==> src/rtl/fifo_wr_arbiter.sv <==
// Round-robin burst arbiter that shares the single write port of a FIFO among NREQ producers.
// Optional per-requester accepted-word counters are enabled with FIFO_WR_ARBITER_STAT_EN.
module fifo_wr_arbiter #(
    parameter int NREQ       = 4,
    parameter int DW         = 8,
    parameter int BURST      = 4,
    parameter int FIFO_DEPTH = 16
) (
    input  logic                          clk,
    input  logic                          reset,
    input  logic [NREQ-1:0]               req_valid,
    input  logic [NREQ*DW-1:0]            req_data,
    output logic [NREQ-1:0]               req_ready,
    input  logic                          fifo_full,
    input  logic [$clog2(FIFO_DEPTH):0]   fifo_counter,
    output logic                          fifo_wr_en,
    output logic [DW-1:0]                 fifo_d_in,
    output logic [NREQ-1:0]               grant,
`ifdef FIFO_WR_ARBITER_STAT_EN
    input  logic                          stat_clr,
    output logic [NREQ*16-1:0]            stat_words,
`endif
    output logic                          busy
);

    localparam int PW = (NREQ > 1) ? $clog2(NREQ) : 1;
    localparam int CW = $clog2(FIFO_DEPTH) + 1;

    typedef enum logic {
        S_IDLE,
        S_BURST
    } state_t;

    state_t          state_q, state_d;
    logic [PW-1:0]   rr_ptr_q, rr_ptr_d;
    logic [PW-1:0]   idx_q, idx_d;
    logic [3:0]      beat_q, beat_d;
    logic [NREQ-1:0] grant_q, grant_d;
    logic            wr_en_q, wr_en_d;
    logic [DW-1:0]   d_in_q, d_in_d;

    logic            can_write;
    logic            xfer;
    logic            found;
    logic [PW-1:0]   pick;
    logic [PW:0]     cand;
    logic            cur_valid;
    logic [DW-1:0]   cur_data;

    // A registered write still in flight will consume the last free slot.
    assign can_write  = !fifo_full && !(wr_en_q && fifo_counter == CW'(FIFO_DEPTH - 1));
    assign req_ready  = (state_q == S_BURST && can_write) ? grant_q : '0;
    assign xfer       = |(req_valid & req_ready);
    assign grant      = grant_q;
    assign fifo_wr_en = wr_en_q;
    assign fifo_d_in  = d_in_q;
    assign busy       = (state_q == S_BURST);

    always_comb begin
        found = 1'b0;
        pick  = '0;
        cand  = '0;
        for (int off = 0; off < NREQ; off++) begin
            cand = {1'b0, rr_ptr_q} + (PW+1)'(off);
            if (cand >= (PW+1)'(NREQ)) begin
                cand = cand - (PW+1)'(NREQ);
            end
            if (!found && req_valid[cand[PW-1:0]]) begin
                found = 1'b1;
                pick  = cand[PW-1:0];
            end
        end
    end

    always_comb begin
        cur_valid = 1'b0;
        cur_data  = '0;
        for (int i = 0; i < NREQ; i++) begin
            if (idx_q == PW'(i)) begin
                cur_valid = req_valid[i];
                cur_data  = req_data[i*DW +: DW];
            end
        end
    end

    always_comb begin
        state_d  = state_q;
        rr_ptr_d = rr_ptr_q;
        idx_d    = idx_q;
        beat_d   = beat_q;
        grant_d  = grant_q;
        wr_en_d  = xfer;
        d_in_d   = xfer ? cur_data : d_in_q;
        case (state_q)
            S_IDLE: begin
                if (found) begin
                    grant_d  = NREQ'(1) << pick;
                    idx_d    = pick;
                    rr_ptr_d = (pick == PW'(NREQ - 1)) ? '0 : pick + 1'b1;
                    beat_d   = '0;
                    state_d  = S_BURST;
                end
            end
            S_BURST: begin
                // A stalled but still-valid requester keeps its grant and beat.
                if (xfer) begin
                    if (beat_q == 4'(BURST - 1)) begin
                        grant_d = '0;
                        beat_d  = '0;
                        state_d = S_IDLE;
                    end else begin
                        beat_d = beat_q + 4'd1;
                    end
                end else if (!cur_valid) begin
                    grant_d = '0;
                    beat_d  = '0;
                    state_d = S_IDLE;
                end
            end
            default: begin
                grant_d = '0;
                state_d = S_IDLE;
            end
        endcase
    end

    always_ff @(posedge clk or negedge reset) begin
        if (!reset) begin
            state_q  <= S_IDLE;
            rr_ptr_q <= '0;
            idx_q    <= '0;
            beat_q   <= '0;
            grant_q  <= '0;
            wr_en_q  <= 1'b0;
            d_in_q   <= '0;
        end else begin
            state_q  <= state_d;
            rr_ptr_q <= rr_ptr_d;
            idx_q    <= idx_d;
            beat_q   <= beat_d;
            grant_q  <= grant_d;
            wr_en_q  <= wr_en_d;
            d_in_q   <= d_in_d;
        end
    end

`ifdef FIFO_WR_ARBITER_STAT_EN
    logic [NREQ-1:0] accept;
    assign accept = req_valid & req_ready;

    // Saturating counters; a clear takes priority over a same-cycle accept.
    for (genvar g = 0; g < NREQ; g++) begin : g_stat
        logic [15:0] cnt_q, cnt_d;

        always_comb begin
            cnt_d = cnt_q;
            if (stat_clr) begin
                cnt_d = '0;
            end else if (accept[g] && cnt_q != 16'hFFFF) begin
                cnt_d = cnt_q + 16'd1;
            end
        end

        always_ff @(posedge clk or negedge reset) begin
            if (!reset) begin
                cnt_q <= '0;
            end else begin
                cnt_q <= cnt_d;
            end
        end

        assign stat_words[g*16 +: 16] = cnt_q;
    end
`endif

endmodule

==> config.mk <==
export PLATFORM = sky130hd
export DESIGN_NAME = fifo_wr_arbiter
export DESIGN_NICKNAME = d
export VERILOG_FILES = /design/src/rtl/fifo_wr_arbiter.sv
export SDC_FILE = /design/constraint.sdc
export NUM_CORES = 1
export LEC_CHECK = 0
export BUFFER_PORTS_ARGS = -buffer_cell sky130_fd_sc_hd__buf_2
export CAP_MARGIN = 20
export CELL_PAD_IN_SITES_DETAIL_PLACEMENT = 0
export CELL_PAD_IN_SITES_GLOBAL_PLACEMENT = 1
export CORE_MARGIN = 2
export CORE_UTILIZATION = 35
export DETAILED_ROUTE_END_ITERATION = 7
export GPL_ROUTABILITY_DRIVEN = 0
export PLACE_DENSITY = 0.81
export SYNTH_ARGS = -nofsm -noshare
export SYNTH_HDL_FRONTEND = slang
export SYNTH_SLANG_ARGS = --single-unit
==> constraint.sdc <==
create_clock -name clk -period 2.37 [get_ports clk]
set_clock_uncertainty 0.1 [all_clocks]
set_input_delay 0.474 -clock clk [delete_from_list [all_inputs] [get_ports clk]]
set_output_delay 0.474 -clock clk [all_outputs]
set_load 0.05 [all_outputs]
==> results.ini, run 1 <==
[outcome]
status = finished, final reports clean

[synth]
synthCells = 113
synth.distinct_cells = 34
yosysTopAreaCellShare_pct = 40.15
synth_fa_ha_area_share_pct = 4.562
synth_compound_gate_area_share_pct = 14.23
syn_area_um2 = 1371
synth-xor-area-share_pct = 0
ys_ff_latch = 22
synth_area_leader_cell = dfrtp_1
seq_area_frac_synth_pct = 40.15
synth_mux_area_share_pct = 26.73
syn-num-nets = 162
synth-simple-area-share_pct = 11.77
syn_avg_cell_area_um2 = 12.14
yosys_warnings = 0
synth_area_leaders = dfrtp_1 40%, mux4_1 15%, mux2_2 9.0%
synth_top_family_by_area = multiplexers

[drt]
avgViaCountPerCell = 5.296
wirelength_um = 3275
drtAntennaViolNets = 0
drt-initial-drc-count = 51
dr.pass1.iters = 4
drc = 0
num_vias = 1197
wl_per_cell_um = 14.49

[clocking]
clock_sinks = 22
cts_made_buffers = 3
htree_levels = 1
cts_buffer_depth = 2
cts.reportedPaths.clkPinSlew_ns = 0.08
cts_resized = 0
cts_tree = yes
root_buffer = clkbuf_8
post_cts_buffers = 0
cts_hold_buf = 0
insertion_delay_ns = 0.27

[cells_and_area]
instances_no_fill = 226
diodes = 0
syn2layout_area_growth_pct = 32.03
nets = 228
drive_above_1_share_pct = 47.19

[sta]
rsz0062_at_grt = false
clock.fmax_mhz = 489.2
setup_viol = 0
tns_ns = 0
slew_violations = 0
worstMarginPinSlew_ns = 0.8775
period_minus_slack_ns = 2.044
max_slew_margin_pct = 41.28
finalCritPeriodShare_pct = 86.26
worst_slack_ns = 0.3257
whs_ns = 0.04719
hold_viol_final = 0

[global_route]
gr-total-overflow = 0
grt_max_degree = 23
grt_pass1_wl_um = 5285
antenna_found_initial = 0
grtUsageTotal_pct = 15.94
grt_pass1_vias = 1178

[placement]
dp_hpwl_um = 2598
numPortBuffers = 61
place_ws_ns = 0.1882
dp.cells = 222

[critical_path]
crit_required_ns = 1.80
cp.arrival_ns = 1.47
setup.worst_path.class = flip-flop to output pin
critPathLaunchType = flip-flop
cp-startpoint = busy
reg2reg_from = grant[1]
cp-end-kind = output pin
cp_max_fo = 6

[die]
num_rows = 22
core_area_um2 = 3716
fp.dieW_um = 66.60
die-area_um2 = 4435
chipHeight_um = 66.60
initial_utilization_pct = 36.90
num_io_pins = 62

[flow_run]
max_cap_violations = 0

[pwr]
vdd_drop_max_v = 0.0005608
power_density_nw_per_um2 = 1259
p_total_mw = 2.280
p_leak_nw = 0.8929

[min_path]
hp-class = input pin to asynchronous set/reset pin

[through the flow]
stage | utilization [%] | instance area, µm²
floorplan | - | 1371
global placement | 46.80 | 1739
detailed placement | 46.80 | 1739
CTS | 48.72 | 1810
global route | 48.72 | 1810
finish | 48.72 | 1810
[metal layers]
metal	share of wire, %	vias to the layer above	routed length [µm]	GRT usage (%)
li1	-	573	-	-
met1	40	567	1313	18.84
met2	52	52	1692	28.75
met3	6.7	5	218	2.027
met4	1.6	0	51	6.888
met5	0	-	0	0
[cell type report]
type                            count  area, µm²
Fill cell                         352       1906
Sequential cell                    22      550.5
Clock buffer                        3      41.29
Clock inverter                      1      30.03
Tap cell                           48      60.06
Timing Repair Buffer               64      327.8
Multi-Input combinational cell     84      785.8
Inverter                            4      15.01
[cells in the final DEF (no fill, tap or decap)]
cell	synthesis	layout
inv_1	4	4
o31ai_1	1	1
dfrtp_1	22	22
o22a_4	1	1
nor2_1	5	5
a21oi_1	11	11
nor4_1	1	1
buf_4	0	3
and2_1	4	4
nand2_1	3	3
mux4_1	8	8
nor3_1	2	2
nand3b_1	1	1
nand3_1	2	2
a221o_1	1	1
o22ai_1	1	1
nand2b_1	3	3
o21ai_0	4	4
mux2i_1	1	1
bufinv_16	0	1
and2_4	1	1
nor3b_1	1	1
clkbuf_8	0	3
nor2b_1	2	2
or2_2	2	2
mux4_2	1	1
ha_1	5	5
or3_1	1	1
a311oi_1	1	1
buf_2	1	61
nand4_1	1	1
a22o_1	4	4
mux2_2	11	11
a31oi_1	4	4
o2bb2a_1	1	1
[worst paths after layout]
| kind | cells past startpoint | slack [ns] | to |
|---|---|---|---|
| max in group asynchronous | 1 | 1.79 | beat_q[0] |
| min in group clk | 1 | 0.41 | fifo_d_in[7] |
| hold reg to reg | 1 | 0.41 | fifo_d_in[7] |
| setup reg to reg | 4 | 0.39 | fifo_d_in[3] |
| setup / recovery | 4 | 0.33 | req_ready[1] |
| hold / removal | 1 | 0.05 | grant[3] |
[worst max-delay path, cell delays in order, from the launching register on]
cell,delay [ns]
dfrtp_1,0.44
nand2b_1,0.15
nor2_1,0.20
and2_1,0.15
buf_2,0.25
[flip-flops by register name, indices dropped and copies added (netlist names)]
name / cells
fifo_wr_en: 1
idx_q: 2
rr_ptr_q: 2
grant: 4
busy: 1
beat_q: 4
fifo_d_in: 8
[cells in the mapped netlist, drive strengths merged]
cell,n
mux2i,1
nor2,5
and2,5
nor3b,1
nand4,1
a22o,4
nand3b,1
o2bb2a,1
or2,2
o21ai,4
mux2,11
a21oi,11
o31ai,1
a31oi,4
mux4,9
ha,5
dfrtp,22
a311oi,1
o22a,1
clkbuf,1
nand3,2
a221o,1
nor2b,2
o22ai,1
nand2,3
or3,1
buf,2
inv,4
nor3,2
nand2b,3
nor4,1
[kinds of logic after synthesis]
logic type | count (synthesis)
buffers and inverters | 7
AOI/OAI and AO/OA | 29
and+or+nand+nor | 29
muxes | 21
adders and majority gates | 5
DFF | 22
[where the power goes]
group	total [mW]	switching, mW	internal, mW
Combinational	1.27	0.770	0.496
Clock	0.353	0.127	0.226
Sequential	0.661	0.140	0.521
Total	2.28	1.04	1.24
No activity file was read; power rests on OpenSTA's default activity.
==> run 2, diff against run 1 <==
--- a/config.mk
+++ b/config.mk
@@ -14,6 +14,7 @@
 export DETAILED_ROUTE_END_ITERATION = 7
 export GPL_ROUTABILITY_DRIVEN = 0
 export PLACE_DENSITY = 0.81
+export REMOVE_ABC_BUFFERS = 1
 export SYNTH_ARGS = -nofsm -noshare
 export SYNTH_HDL_FRONTEND = slang
 export SYNTH_SLANG_ARGS = --single-unit
==> results.ini, run 2 (synthesized netlist as in run 1, its figures left out) <==
[outcome]
status = finished, final reports clean

[die]
initial_utilization_pct = 36.90
num_rows = 22
core_area_um2 = 3716
chipHeight_um = 66.60
die-area_um2 = 4435
fp.dieW_um = 66.60
num_io_pins = 62

[sta]
slew_violations = 0
setup_viol = 0
whs_ns = 0.06327
worst_slack_ns = 0.3195
finalCritPeriodShare_pct = 86.52
rsz0062_at_grt = false
period_minus_slack_ns = 2.050
hold_viol_final = 0
max_slew_margin_pct = 42.40
worstMarginPinSlew_ns = 0.8608
tns_ns = 0
clock.fmax_mhz = 487.7

[clocking]
cts.reportedPaths.clkPinSlew_ns = 0.07
cts_made_buffers = 3
htree_levels = 1
insertion_delay_ns = 0.25
cts_hold_buf = 0
cts_resized = 0
post_cts_buffers = 0
root_buffer = clkbuf_8
cts_buffer_depth = 2
cts_tree = yes
clock_sinks = 22

[pwr]
p_leak_nw = 0.8787
p_total_mw = 2.140
vdd_drop_max_v = 0.0004938
power_density_nw_per_um2 = 1202

[drt]
drt-initial-drc-count = 86
num_vias = 1188
avgViaCountPerCell = 5.280
wirelength_um = 3158
dr.pass1.iters = 4
drc = 0
wl_per_cell_um = 14.04
drtAntennaViolNets = 0

[critical_path]
critPathLaunchType = flip-flop
cp_max_fo = 6
ff2ff_setup_slack_ns = 0.42
setup.worst_path.class = flip-flop to output pin
cp.arrival_ns = 1.48
crit_required_ns = 1.80
reg2reg_from = grant[1]
r2r_cells = 4
rr_endpoint = fifo_d_in[3]
cp-end-kind = output pin

[cells_and_area]
fill_cells = 371
drive_above_1_share_pct = 46.89
final_cell_mix = 61 x buf_2, 22 x dfrtp_1, 11 x a21oi_1, 11 x mux2_2, 8 x mux4_1
syn2layout_area_growth_pct = 29.84
largest_register_ffs = 8
diodes = 0
layout_commonest_cell = buf_2
nets = 228

[min_path]
hp-class = input pin to asynchronous set/reset pin

[global_route]
grt_max_degree = 23
antenna_found_initial = 0
grtUsageTotal_pct = 15.64
grt_pass1_vias = 1216
grt_pass1_wl_um = 5285
gr-total-overflow = 0

[placement]
numPortBuffers = 61
place_ws_ns = 0.1843
dp_hpwl_um = 2527

[flow_run]
max_cap_violations = 0

[run 2: area by class of cell]
cell class,instances,area (µm²),area share (%)
multi-input cells,84,785.8,44.13
flip-flops and latches,22,550.5,30.92
repair buffers,64,327.8,18.41
well taps,48,60.06,3.373
clock buffers,3,41.29,2.319
inverters,4,15.01,0.8433
[run 2: metal layers]
metal  vias up  global-route usage [%]  wire [µm]
li1        569                       -          -
met1       562                   18.36       1341
met2        53                   26.88       1510
met3         4                   4.561        259
met4         0                   5.867         46
met5         -                       0          0
[run 2: power by group]
part	leakage (nW)	switching, mW	internal [mW]
combinational	0.575	0.762	0.495
sequential	0.283	0.137	0.521
clock	0.0216	0.112	0.113
total	0.879	1.01	1.13
[run 2: worst max path at each step]
stage	slack [ns]	cells past startpoint	from	endpoint
after floorplan	0.25	4	grant[1]	fifo_d_in[0]
after global placement	0.26	5	req_valid[0]	fifo_d_in[3]
after detailed placement	0.18	5	req_valid[0]	fifo_d_in[3]
after CTS	0.30	4	busy	req_ready[0]
after global routing	0.20	4	busy	req_ready[0]
final	0.32	4	busy	req_ready[1]
[run 2: worst max-delay path, cell delays in order, from the launching register on]
cell	delay (ns)
dfrtp_1	0.44
nand2b_1	0.15
nor2_1	0.22
and2_1	0.16
buf_2	0.26
[run 2: stage by stage]
stage	area, µm²	utilization [%]	cells
finish	1780	47.91	225
global route	1780	47.91	225
CTS	1780	47.91	225
detailed placement	1739	46.80	222
global placement	1739	46.80	222
floorplan	1351	-	110
==> run 3, diff against run 2 <==
--- a/config.mk
+++ b/config.mk
@@ -5,15 +5,16 @@
 export SDC_FILE = /design/constraint.sdc
 export NUM_CORES = 1
 export LEC_CHECK = 0
+export ABC_AREA = 1
 export BUFFER_PORTS_ARGS = -buffer_cell sky130_fd_sc_hd__buf_2
 export CAP_MARGIN = 20
 export CELL_PAD_IN_SITES_DETAIL_PLACEMENT = 0
 export CELL_PAD_IN_SITES_GLOBAL_PLACEMENT = 1
 export CORE_MARGIN = 2
-export CORE_UTILIZATION = 35
+export CORE_UTILIZATION = 33
 export DETAILED_ROUTE_END_ITERATION = 7
 export GPL_ROUTABILITY_DRIVEN = 0
-export PLACE_DENSITY = 0.81
+export PLACE_DENSITY = 0.82
 export REMOVE_ABC_BUFFERS = 1
 export SYNTH_ARGS = -nofsm -noshare
 export SYNTH_HDL_FRONTEND = slang
==> results.ini, run 3 <==
[critical_path]
cp_common_cell = nand3_1
cpLargestDelayFamily = simple AND/OR/NAND/NOR gates
crit_chain = or2_2, nand3_1, nand2_2, nor2_4, nand3_1, nand3_1, nand2_1, inv_1, ha_1, o21ai_0
critPathLaunchType = flip-flop
critPathBufInv = 1
cp_max_fo = 14
cp.arrival_ns = 2.23
max_stage_delay_ns = 0.51
setup.worst_path.class = flip-flop to flip-flop
crit_slowest_cell = dfrtp_2
crit_required_ns = 2.46
cp-end-kind = flip-flop

[pwr]
power_density_nw_per_um2 = 1407
p_int_mw = 1.279
p_seq_share_pct = 25.0
p_sw_share_pct = 53.45
vdd_drop_max_v = 0.0004416
p_sw_mw = 1.469
p_total_mw = 2.747
clkPwrFrac_pct = 12.9
power_frac_comb_pct = 62.0
p_leak_nw = 1.082

[die]
chipHeight_um = 71.54
num_io_pins = 62
num_rows = 24
core_area_um2 = 4384
initial_utilization_pct = 34.33
fp.dieW_um = 71.54
die-area_um2 = 5117

[placement]
postPlaceCellArea_um2 = 1881
numPortBuffers = 61
place_ws_ns = 0.1688
dp_hpwl_um = 2990

[cells_and_area]
fill_cells = 456
nets = 331
design_area_um2 = 1953
drive_above_1_share_pct = 29.54
layout_commonest_cell = nand2_1
largest_register_ffs = 8
diodes = 0
syn2layout_area_growth_pct = 29.76
final_cell_mix = 79 x nand2_1, 61 x buf_2, 21 x dfrtp_1

[synth]
ys_ff_latch = 22
seq_area_frac_synth_pct = 36.58
syn_avg_cell_area_um2 = 6.936
synth_area_leaders = dfrtp_1 37%, nand2_1 20%, nand4_1 5.4%
synth_most_common_cell = nand2_1
synth_area_leader_cell = dfrtp_1
synth_common_cells = 79 x nand2_1, 22 x dfrtp_1, 20 x inv_1, 16 x o21ai_0, 15 x nand3_1
synth.distinct_cells = 25
synthFlopType = dfrtp_1
yosysTopAreaCellShare_pct = 36.58
synth_edf_count = 0
yosys_warnings = 0
synthCells = 217
syn_area_um2 = 1505
ys_async_sr_fraction_pct = 100.0

[clocking]
cts_tree = yes
insertion_delay_ns = 0.27
cts_hold_buf = 0
cts_buffer_depth = 2
cts.reportedPaths.clkPinSlew_ns = 0.09
cts_made_buffers = 3
htree_levels = 1
root_buffer = clkbuf_8
clock_sinks = 22

[global_route]
antenna_found_initial = 0
grtUsageTotal_pct = 16.48
grt_pass1_vias = 1480
grt_pass1_wl_um = 6720
grt_max_degree = 23
gr-total-overflow = 0

[sta]
worst_slack_ns = 0.2231
finalCritPeriodShare_pct = 90.59
slew_violations = 0
whs_ns = 0.05889
max_slew_margin_pct = 63.46
clock.fmax_mhz = 465.8
rsz0062_at_grt = false
worstMarginPinSlew_ns = 0.5461
period_minus_slack_ns = 2.147
hold_viol_final = 0
setup_viol = 0

[drt]
wl_per_cell_um = 11.82
dr.pass1.iters = 4
drc = 0
avgViaCountPerCell = 4.754
drtAntennaViolNets = 0
num_vias = 1583
wirelength_um = 3936
drt-initial-drc-count = 87

[flow_run]
max_cap_violations = 0

[outcome]
status = finished, final reports clean

[min_path]
hp-class = input pin to asynchronous set/reset pin

run 3: power groups by stage:
stage | Combinational (mW) | Sequential, mW | Clock (mW)
floorplan | 0.981 | 0.950 | 0
global placement | 1.72 | 0.687 | 0
detailed placement | 1.71 | 0.690 | 0
CTS | 1.72 | 0.687 | 0.366
global route | 1.92 | 0.716 | 0.382
finish | 1.70 | 0.688 | 0.355
run 3: final cells by class:
| class | instances | area (µm²) | share of cell area [%] |
|---|---|---|---|
| clock buffer | 3 | 41.29 | 2.114 |
| inverter | 22 | 82.58 | 4.228 |
| timing repair buffer | 66 | 342.8 | 17.55 |
| clock inverter | 1 | 30.03 | 1.537 |
| sequential | 22 | 551.8 | 28.25 |
| tap | 52 | 65.06 | 3.331 |
| multi-input combinational | 167 | 839.6 | 42.99 |
run 3: kinds of logic after synthesis:
family	share of synthesized area (%)
simple gates	38.24
compound gates	11.06
buf+inv	7.648
flops	36.58
fa+ha+maj	4.156
xor+xnor	2.328
run 3: repair_timing:
item                                    in CTS  in global routing
buffers inserted                             0                  0
endpoints found under the setup margin       0                  2
gates resized for setup                      0                  2
run 3: metrics by stage:
step	setup TNS (ns)	util [%]	std cells
global placement	0	42.89	329
floorplan	-0.08275	-	211
global route	0	44.55	333
CTS	0	44.52	333
detailed placement	0	42.89	329
finish	0	44.55	333
run 3: path summary, 6_finish.rpt:
| check | slack, ns | cells past startpoint | endpoint | start |
|---|---|---|---|---|
| max in group asynchronous | 1.73 | 1 | rr_ptr_q[0] | reset |
| hold / removal | 0.06 | 1 | fifo_d_in[2] | reset |
| setup reg to reg | 0.22 | 10 | rr_ptr_q[1] | rr_ptr_q[0] |
| hold reg to reg | 0.39 | 2 | fifo_d_in[6] | fifo_d_in[6] |
| min in group clk | 0.34 | 3 | fifo_d_in[1] | req_data[25] |
| setup / recovery | 0.22 | 10 | rr_ptr_q[1] | rr_ptr_q[0] |
run 3: worst reg2reg max path: stages, from the launching register on:
cell and delay (ns):
dfrtp_2 0.51, or2_2 0.32, nand3_1 0.11, nand2_2 0.10
nor2_4 0.16, nand3_1 0.11, nand3_1 0.08, nand2_1 0.11
inv_1 0.10, ha_1 0.22, o21ai_0 0.15
run 3: metal layers:
metal  wire (µm)  up-vias  GRT usage, %
met1        2009      688         24.69
met3         231        4         2.532
li1            -      840             -
met5           0        -             0
met4          39        0         5.031
met2        1656       51         24.49
